[config.mk]
export PLATFORM = sky130hd
export DESIGN_NAME = dmem_responder
export DESIGN_NICKNAME = d
export VERILOG_FILES = /design/src/rtl/dmem_responder.sv
export SDC_FILE = /design/constraint.sdc
export NUM_CORES = 2
export LEC_CHECK = 0
export CORE_UTILIZATION = 45
export DETAILED_ROUTE_END_ITERATION = 7
export DONT_BUFFER_PORTS = 1
export PLACE_DENSITY = 0.61
export SLEW_MARGIN = 15
export SYNTH_ARGS = -nofsm -noshare
export SYNTH_HDL_FRONTEND = slang
export SYNTH_SLANG_ARGS = --single-unit
export TNS_END_PERCENT = 10
[constraint.sdc]
create_clock -name clk -period 5.95 [get_ports clk]
set_input_delay 0.8925 -clock clk [delete_from_list [all_inputs] [get_ports clk]]
set_output_delay 0.8925 -clock clk [all_outputs]
set_load 0.03 [all_outputs]
[src/rtl/dmem_responder.sv]
// rtl/dmem_responder.sv - data-port memory responder for the LC3b pipeline
// Answers one outstanding read/write on the mem_read/mem_write/mem_resp handshake after LATENCY cycles.
module dmem_responder #(
   parameter int ADDR_W  = 8,
   parameter int LATENCY = 3
) (
   input  logic        clk,
   input  logic        reset,
   input  logic        mem_read,
   input  logic        mem_write,
   input  logic [15:0] mem_address,
   input  logic [15:0] mem_wdata,
   input  logic [1:0]  mem_byte_enable,
   output logic        mem_resp,
   output logic [15:0] mem_rdata,
   output logic        busy,
   output logic        conflict
);

   typedef enum logic [1:0] {IDLE, WAIT, RESP} state_t;

   localparam logic [3:0] LOAD_CNT = 4'(LATENCY - 1);

   state_t              r_state;
   state_t              w_next;
   logic [3:0]          r_cnt;
   logic                r_is_write;
   logic [ADDR_W-1:0]   r_idx;
   logic [15:0]         r_wdata;
   logic [1:0]          r_be;
   logic [15:0]         r_rdata;
   logic                r_conflict;
   logic [15:0]         r_mem [0:(1<<ADDR_W)-1];

   logic                w_req;
   logic                w_accept;
   logic                w_is_write;
   logic [ADDR_W-1:0]   w_idx;
   logic                w_unused;

   assign w_req    = mem_read | mem_write;
   assign w_accept = (r_state == IDLE) && w_req;
   assign w_unused = ^{mem_address[0], mem_address >> (ADDR_W + 1)};

   // With LATENCY==1 the read happens on the accepting edge, so use the live request fields there.
   assign w_idx      = (r_state == IDLE) ? mem_address[ADDR_W:1] : r_idx;
   assign w_is_write = (r_state == IDLE) ? mem_write : r_is_write;

   always_comb begin
      w_next = r_state;
      case (r_state)
         IDLE: if (w_req) w_next = (LATENCY == 1) ? RESP : WAIT;
         WAIT: begin
            if (!w_req)          w_next = IDLE;
            else if (r_cnt <= 1) w_next = RESP;
         end
         RESP:    w_next = IDLE;
         default: w_next = IDLE;
      endcase
   end

   always_ff @(posedge clk) begin
      if (reset) begin
         r_state    <= IDLE;
         r_cnt      <= 4'd0;
         r_is_write <= 1'b0;
         r_idx      <= '0;
         r_wdata    <= 16'h0000;
         r_be       <= 2'b00;
         r_rdata    <= 16'h0000;
         r_conflict <= 1'b0;
      end else begin
         r_state <= w_next;
         if (w_accept) begin
            r_is_write <= mem_write;
            r_idx      <= mem_address[ADDR_W:1];
            r_wdata    <= mem_wdata;
            r_be       <= mem_byte_enable;
            r_cnt      <= LOAD_CNT;
            if (mem_read && mem_write) r_conflict <= 1'b1;
         end else if (r_state == WAIT && r_cnt != 4'd0) begin
            r_cnt <= r_cnt - 4'd1;
         end
         if (w_next == RESP && !w_is_write) r_rdata <= r_mem[w_idx];
      end
   end

   // Storage has no reset; a write still pending in RESP is dropped when reset is high.
   always_ff @(posedge clk) begin
      if (!reset && r_state == RESP && r_is_write) begin
         if (r_be[1]) r_mem[r_idx][15:8] <= r_wdata[15:8];
         if (r_be[0]) r_mem[r_idx][7:0]  <= r_wdata[7:0];
      end
   end

   assign mem_resp  = (r_state == RESP);
   assign mem_rdata = r_rdata;
   assign busy      = (r_state != IDLE);
   assign conflict  = r_conflict;

endmodule

=== After elaboration in Yosys (flattened, before gate mapping) ===
Memories as Yosys holds them, arrays and structs flattened. A register that Yosys moved wholly into a read port is not among the register bits.
Index checks and enable logic that the tools add are counted.

* Bits of input ports: 38
* Memories kept: 1
* Memory bits (read-only): 0
* Bits in writable memories: 4,096
* Logic and storage cells: 43
* Register bits after elaboration: 34
* Bits in latches: 0

* Add/sub/neg operators: 1
* Equality and inequality tests: 3
* Muxes and demuxes: 14
* Reduce and logical (&&, ||, !) cells: 14
* Div/mod/pow operators: 0
* $lt $le $gt $ge: 1
* Shift-type cells: 0
* Bitwise logic cells: 1
* Multipliers: 0

{| class="wikitable"
|+ Memories
! name !! depth !! width !! rd ports !! clocked after Yosys merged registers in !! write ports !! line !! source
|-
| r_mem || 256 || 16 || 1 || 1 || 1 || 33 || <nowiki>logic [15:0] r_mem [0:(1<<ADDR_W)-1];</nowiki>
|}

{| class="wikitable"
|+ Operators with widths
! kind !! count
|-
| $mux 2 || 5
|-
| $mux 8 || 1
|-
| $mux 1 || 7
|-
| $logic_and 1x1->1 || 6
|-
| $eq 2x2->1 const B || 2
|-
| $le 4x1->1 const B || 1
|-
| $pmux 2 s2 || 1
|-
| $reduce_bool 2->1 || 2
|-
| $reduce_bool 4->1 || 1
|-
| $sub 4x1->4 const B || 1
|-
| $eq 2x1->1 const B || 1
|-
| $logic_not 1->1 || 2
|-
| $logic_not 2->1 || 1
|-
| $reduce_and 2->1 || 1
|-
| $reduce_or 2->1 || 1
|-
| $or 1x1->1 || 1
|}

=== Longest topological paths before layout ===
* Depth after elaboration: 6
* Depth in mapped cells: 16

=== Worst setup path before layout ===
OpenSTA, ideal clock, no wires.

* Path type: register to register
* Start point: register r_wdata[0]
* End point: memory r_mem[0][0], data pin
* Path buffers: 0
* Data arrival time: 3.397 ns
* Cell stages (with the launch flop): 1
* Setup slack: 1.697 ns
* Required time: 5.094 ns
* Cell sequence: dfxtp_1

{| class="wikitable"
|+ RTL lines
! what !! line !! source
|-
| start, declared || 29 || <nowiki>logic [15:0] r_wdata;</nowiki>
|-
| start signal, assigned || 77 || <nowiki>r_wdata <= mem_wdata;</nowiki>
|-
| end, declared || 33 ||
|}

Straight into the memory's write port.

=== Final worst setup path ===
* Start point: register r_state[1]
* End point: register r_rdata[10] (netlist: mem_rdata[10]) (read register of r_mem)

* Cells in the longest elaborated chain, start to end: 5

{| class="wikitable"
|+ Ends and longest elaborated chain
! what !! line !! source
|-
| start, declared || 24 || <nowiki>state_t r_state;</nowiki>
|-
| start signal, assigned || 73 || <nowiki>r_state <= w_next;</nowiki>
|-
| $mux 2 || 55 || <nowiki>else if (r_cnt <= 1) w_next = RESP;</nowiki>
|-
| $mux 2 || 54 || <nowiki>if (!w_req) w_next = IDLE;</nowiki>
|-
| $pmux 2 s2 || 51 || <nowiki>case (r_state)</nowiki>
|-
| $eq 2x2->1 || 84 || <nowiki>if (w_next == RESP && !w_is_write) r_rdata <= r_mem[w_idx];</nowiki>
|-
| $logic_and 1x1->1 || 84 ||
|-
| end, declared || 31 || <nowiki>logic [15:0] r_rdata;</nowiki>
|}

Parallel ways exist; a longest one is shown, timed or not.
A chain may end at the register's enable or synchronous reset.

==> flow_metrics.tcl <==
set metrics [dict create \
    status "finished clean" \
    syn_inst 11456 \
    setup_tns_ns 0 \
    pwr-share-clk_pct 38.6 \
    setup_viol_count_final 0 \
    finalHoldViolations 0 \
    yosysMostFrequentCell "edfxtp_1" \
    cp_max_fo 75 \
    synth-adder-area-share_pct 0.0231 \
    ys_dominant_reg_cell "edfxtp_1" \
    track_usage_pct 26.4 \
    io_pins 57 \
    core_area_sq_mm 0.359 \
    drc 0 \
    cts_tree "yes" \
    synth_top_area_share_pct 75.6 \
    p_per_area_mw_per_mm2 358 \
    antenna_found_initial 25 \
    syn_to_final_growth_pct 11.7 \
    cap_violations 0 \
    pwr-share-comb_pct 11.1 \
    period_share_pct 91.9 \
    start_util_pct 45.3 \
    skew_ns 0.0496 \
    firstDrtPassIters 8 \
    netlist_top_cells_count "edfxtp_1, nand2_1, nand3_1, nor2_1, buf_2" \
    muxShareOfSynthArea_pct 3.80 \
    syn_area_sq_mm 0.163 \
    seq_area_frac_synth_pct 76.2 \
    cp-start-kind "register" \
    clock_sinks 4146 \
    rsz0062_at_grt "false" \
    synth_edf_count 4096 \
    grt_pass1_wl_um 696000 \
    grt_pass1_vias 96114 \
    drt-initial-drc-count 13972 \
    cts-resized-gates 0 \
    clkTransAtPathRegs_ns 0.06 \
    fp.dieArea_sq_mm 0.364 \
    synth_top_family_by_area "simple AND/OR/NAND/NOR gates" \
    wire_per_inst_um 29.7 \
    timing.slew.headroom_pct 13.9 \
    finalPower_mw 65.0 \
    synth-simple-area-share_pct 12.9 \
    ctsLongestPathBuffers 4 \
    synth-seq-cells 4146 \
    grt_max_degree 215 \
    fp-row-count 220 \
    nets 11474 \
    ant_nets 0 \
    p_leak_nw 59.6 \
    vdd_drop_max_uv 282 \
    drive_gt1_share_pct 9.21 \
    post-route-min-period_ns 5.47 \
    cp.required_ns 6.79 \
    syn-num-nets 11497 \
    gp_congestion 0.886 \
    worstSetupEndpointType "register" \
    p_int_mw 48.4 \
    syn_avg_cell_area_sq_um 14.2 \
    criticalPathCategory "register to register" \
    yosysTopAreaCell "edfxtp_1" \
    tightest_slew_ns 1.29 \
    synthArstFlopShare_pct 0 \
    post_cts_buffers 0 \
    die_w_um 603 \
    min_path_type "input pin to register" \
    clock.fmax_mhz 183 \
    gr-total-overflow 0 \
    synth.area.top_cells "edfxtp_1, nand2_1, nand3_1, mux2i_1, a32oi_1" \
    portBuffers 0 \
    htree_num_levels 5 \
    crit_arrival_ns 6.30 \
    power_switching_mw 16.6 \
    slew_viol_final 0 \
    num_vias 100877 \
    sequentialPowerShare_pct 50.3 \
    cts-buffers-inserted 407 \
    synth_xor_area_share_pct 0.0161 \
    dp_hpwl_um 290000 \
    fillCellCount 29782 \
    cts_root_buf "clkbuf_16" \
    yosys_warnings 0 \
    via_per_inst 6.09 \
    synth-compound-area-share_pct 4.83 \
    clk_latency_ns 0.98 \
    drt-total-wl_um 491000 \
    die_y_um 603 \
    ys_types 78 \
    p_sw_share_pct 25.6 \
]
-- routing by layer --
layer / track usage [%] / up-vias / part of all wire, %
met5: 0.0264 / - / 0.027
met1: 35.6 / 51221 / 39
met2: 40.8 / 5537 / 46
li1: - / 43128 / -
met4: 11.9 / 18 / 5.0
met3: 6.21 / 973 / 11
-- worst paths after layout --
kind / startpoint / endpoint / slack (ns) / cells after the start
worst min-delay path: mem_wdata[2] / r_wdata[2] / 0.05 / 2
worst min register to register: r_be[1] / r_be[1] / 0.46 / 2
worst max register to register: r_state[1] / mem_rdata[10] / 0.48 / 12
worst max-delay path: r_state[1] / mem_rdata[10] / 0.48 / 12
-- critical path, cell delays in order, from the launching register on --
cell	delay [ns]
dfxtp_1	0.95
nor2_4	0.31
inv_2	0.66
mux2i_4	0.69
buf_12	0.30
buf_12	0.34
a32oi_1	0.13
nand4_1	0.22
a41oi_1	0.44
nor4_1	0.67
buf_4	0.24
a211o_1	0.14
a31oi_1	0.04
-- registers in the layout (all words and copies together) (netlist names) --
register / count
conflict: 1
mem_rdata: 16
r_be: 2
r_cnt: 4
r_idx: 8
r_is_write: 1
r_mem: 4096
r_state: 2
r_wdata: 16
-- timing repair --
item	CTS	global route
setup endpoints to repair	0	0
hold endpoints to repair	25	0
hold buffers	4	0
-- cell families (layout without fill, tap and decap cells) --
family	after synthesis	count (layout)
buf+inv	782	1090
compound gates	1073	1073
xor+xnor	3	3
mux	497	497
flops	4146	4146
fa+ha+maj	3	3
other cells	0	14
simple gates	4952	4952
-- metrics by stage --
stage                     hold slack (ns)  cell area, sq um  setup WS (ns)  util [%]  instances
final                              0.0540            182000          0.481      50.6      16551
after global routing               0.0429            182000          0.495      50.6      16543
after CTS                         0.00361            182000          0.604      50.6      16536
after detailed placement            0.441            169000          0.612      47.0      15792
after global placement              0.440            169000          0.776      47.0      15792
after floorplan                     0.432            163000           1.70         -      11456
-- power by group through the flow --
stage / Combinational [mW] / Clock, mW / Sequential (mW)
after floorplan: 3.78 / 0 / 33.6
after global placement: 6.93 / 0 / 33.3
after detailed placement: 7.02 / 0 / 33.3
after CTS: 7.06 / 25.3 / 32.7
after global routing: 7.52 / 26.4 / 32.7
final: 7.20 / 25.1 / 32.7
-- layout make-up --
type | count | area (sq um) | area share (%)
Sequential cell | 4146 | 124000 | 68.2
Multi-Input combinational cell | 6528 | 35300 | 19.4
Clock buffer | 507 | 10700 | 5.89
Tap cell | 4773 | 5970 | 3.28
Timing Repair Buffer | 343 | 3550 | 1.95
Clock inverter | 233 | 2130 | 1.17
Antenna cell | 14 | 35.0 | 0.0193
Inverter | 7 | 26.3 | 0.0144
-- layout by cell type, fill, tap and decap left out, drive strengths merged, types with 8 or more instances in the layout --
master	netlist	routed
edfxtp	4096	4096
nand2	2960	2960
nand3	959	959
nor2	577	577
clkbuf	259	507
mux2i	393	393
buf	516	341
a32oi	314	314
nand4	289	289
a31oi	248	248
clkinv	0	184
a21oi	125	125
o21ai	98	98
mux4	95	95
and3	72	72
dfxtp	50	50
a311oi	42	42
o2111ai	37	37
a211oi	31	31
o22ai	31	31
bufinv	0	31
nor4	28	28
a221oi	23	23
nor3	20	20
inv	7	19
a222oi	18	18
a2111oi	17	17
a22oi	15	15
diode	0	14
a22o	11	11
nor2b	10	10
nand2b	9	9
o211ai	9	9
mux2	9	9
and2	8	8
(Power assumes the default switching activity.)
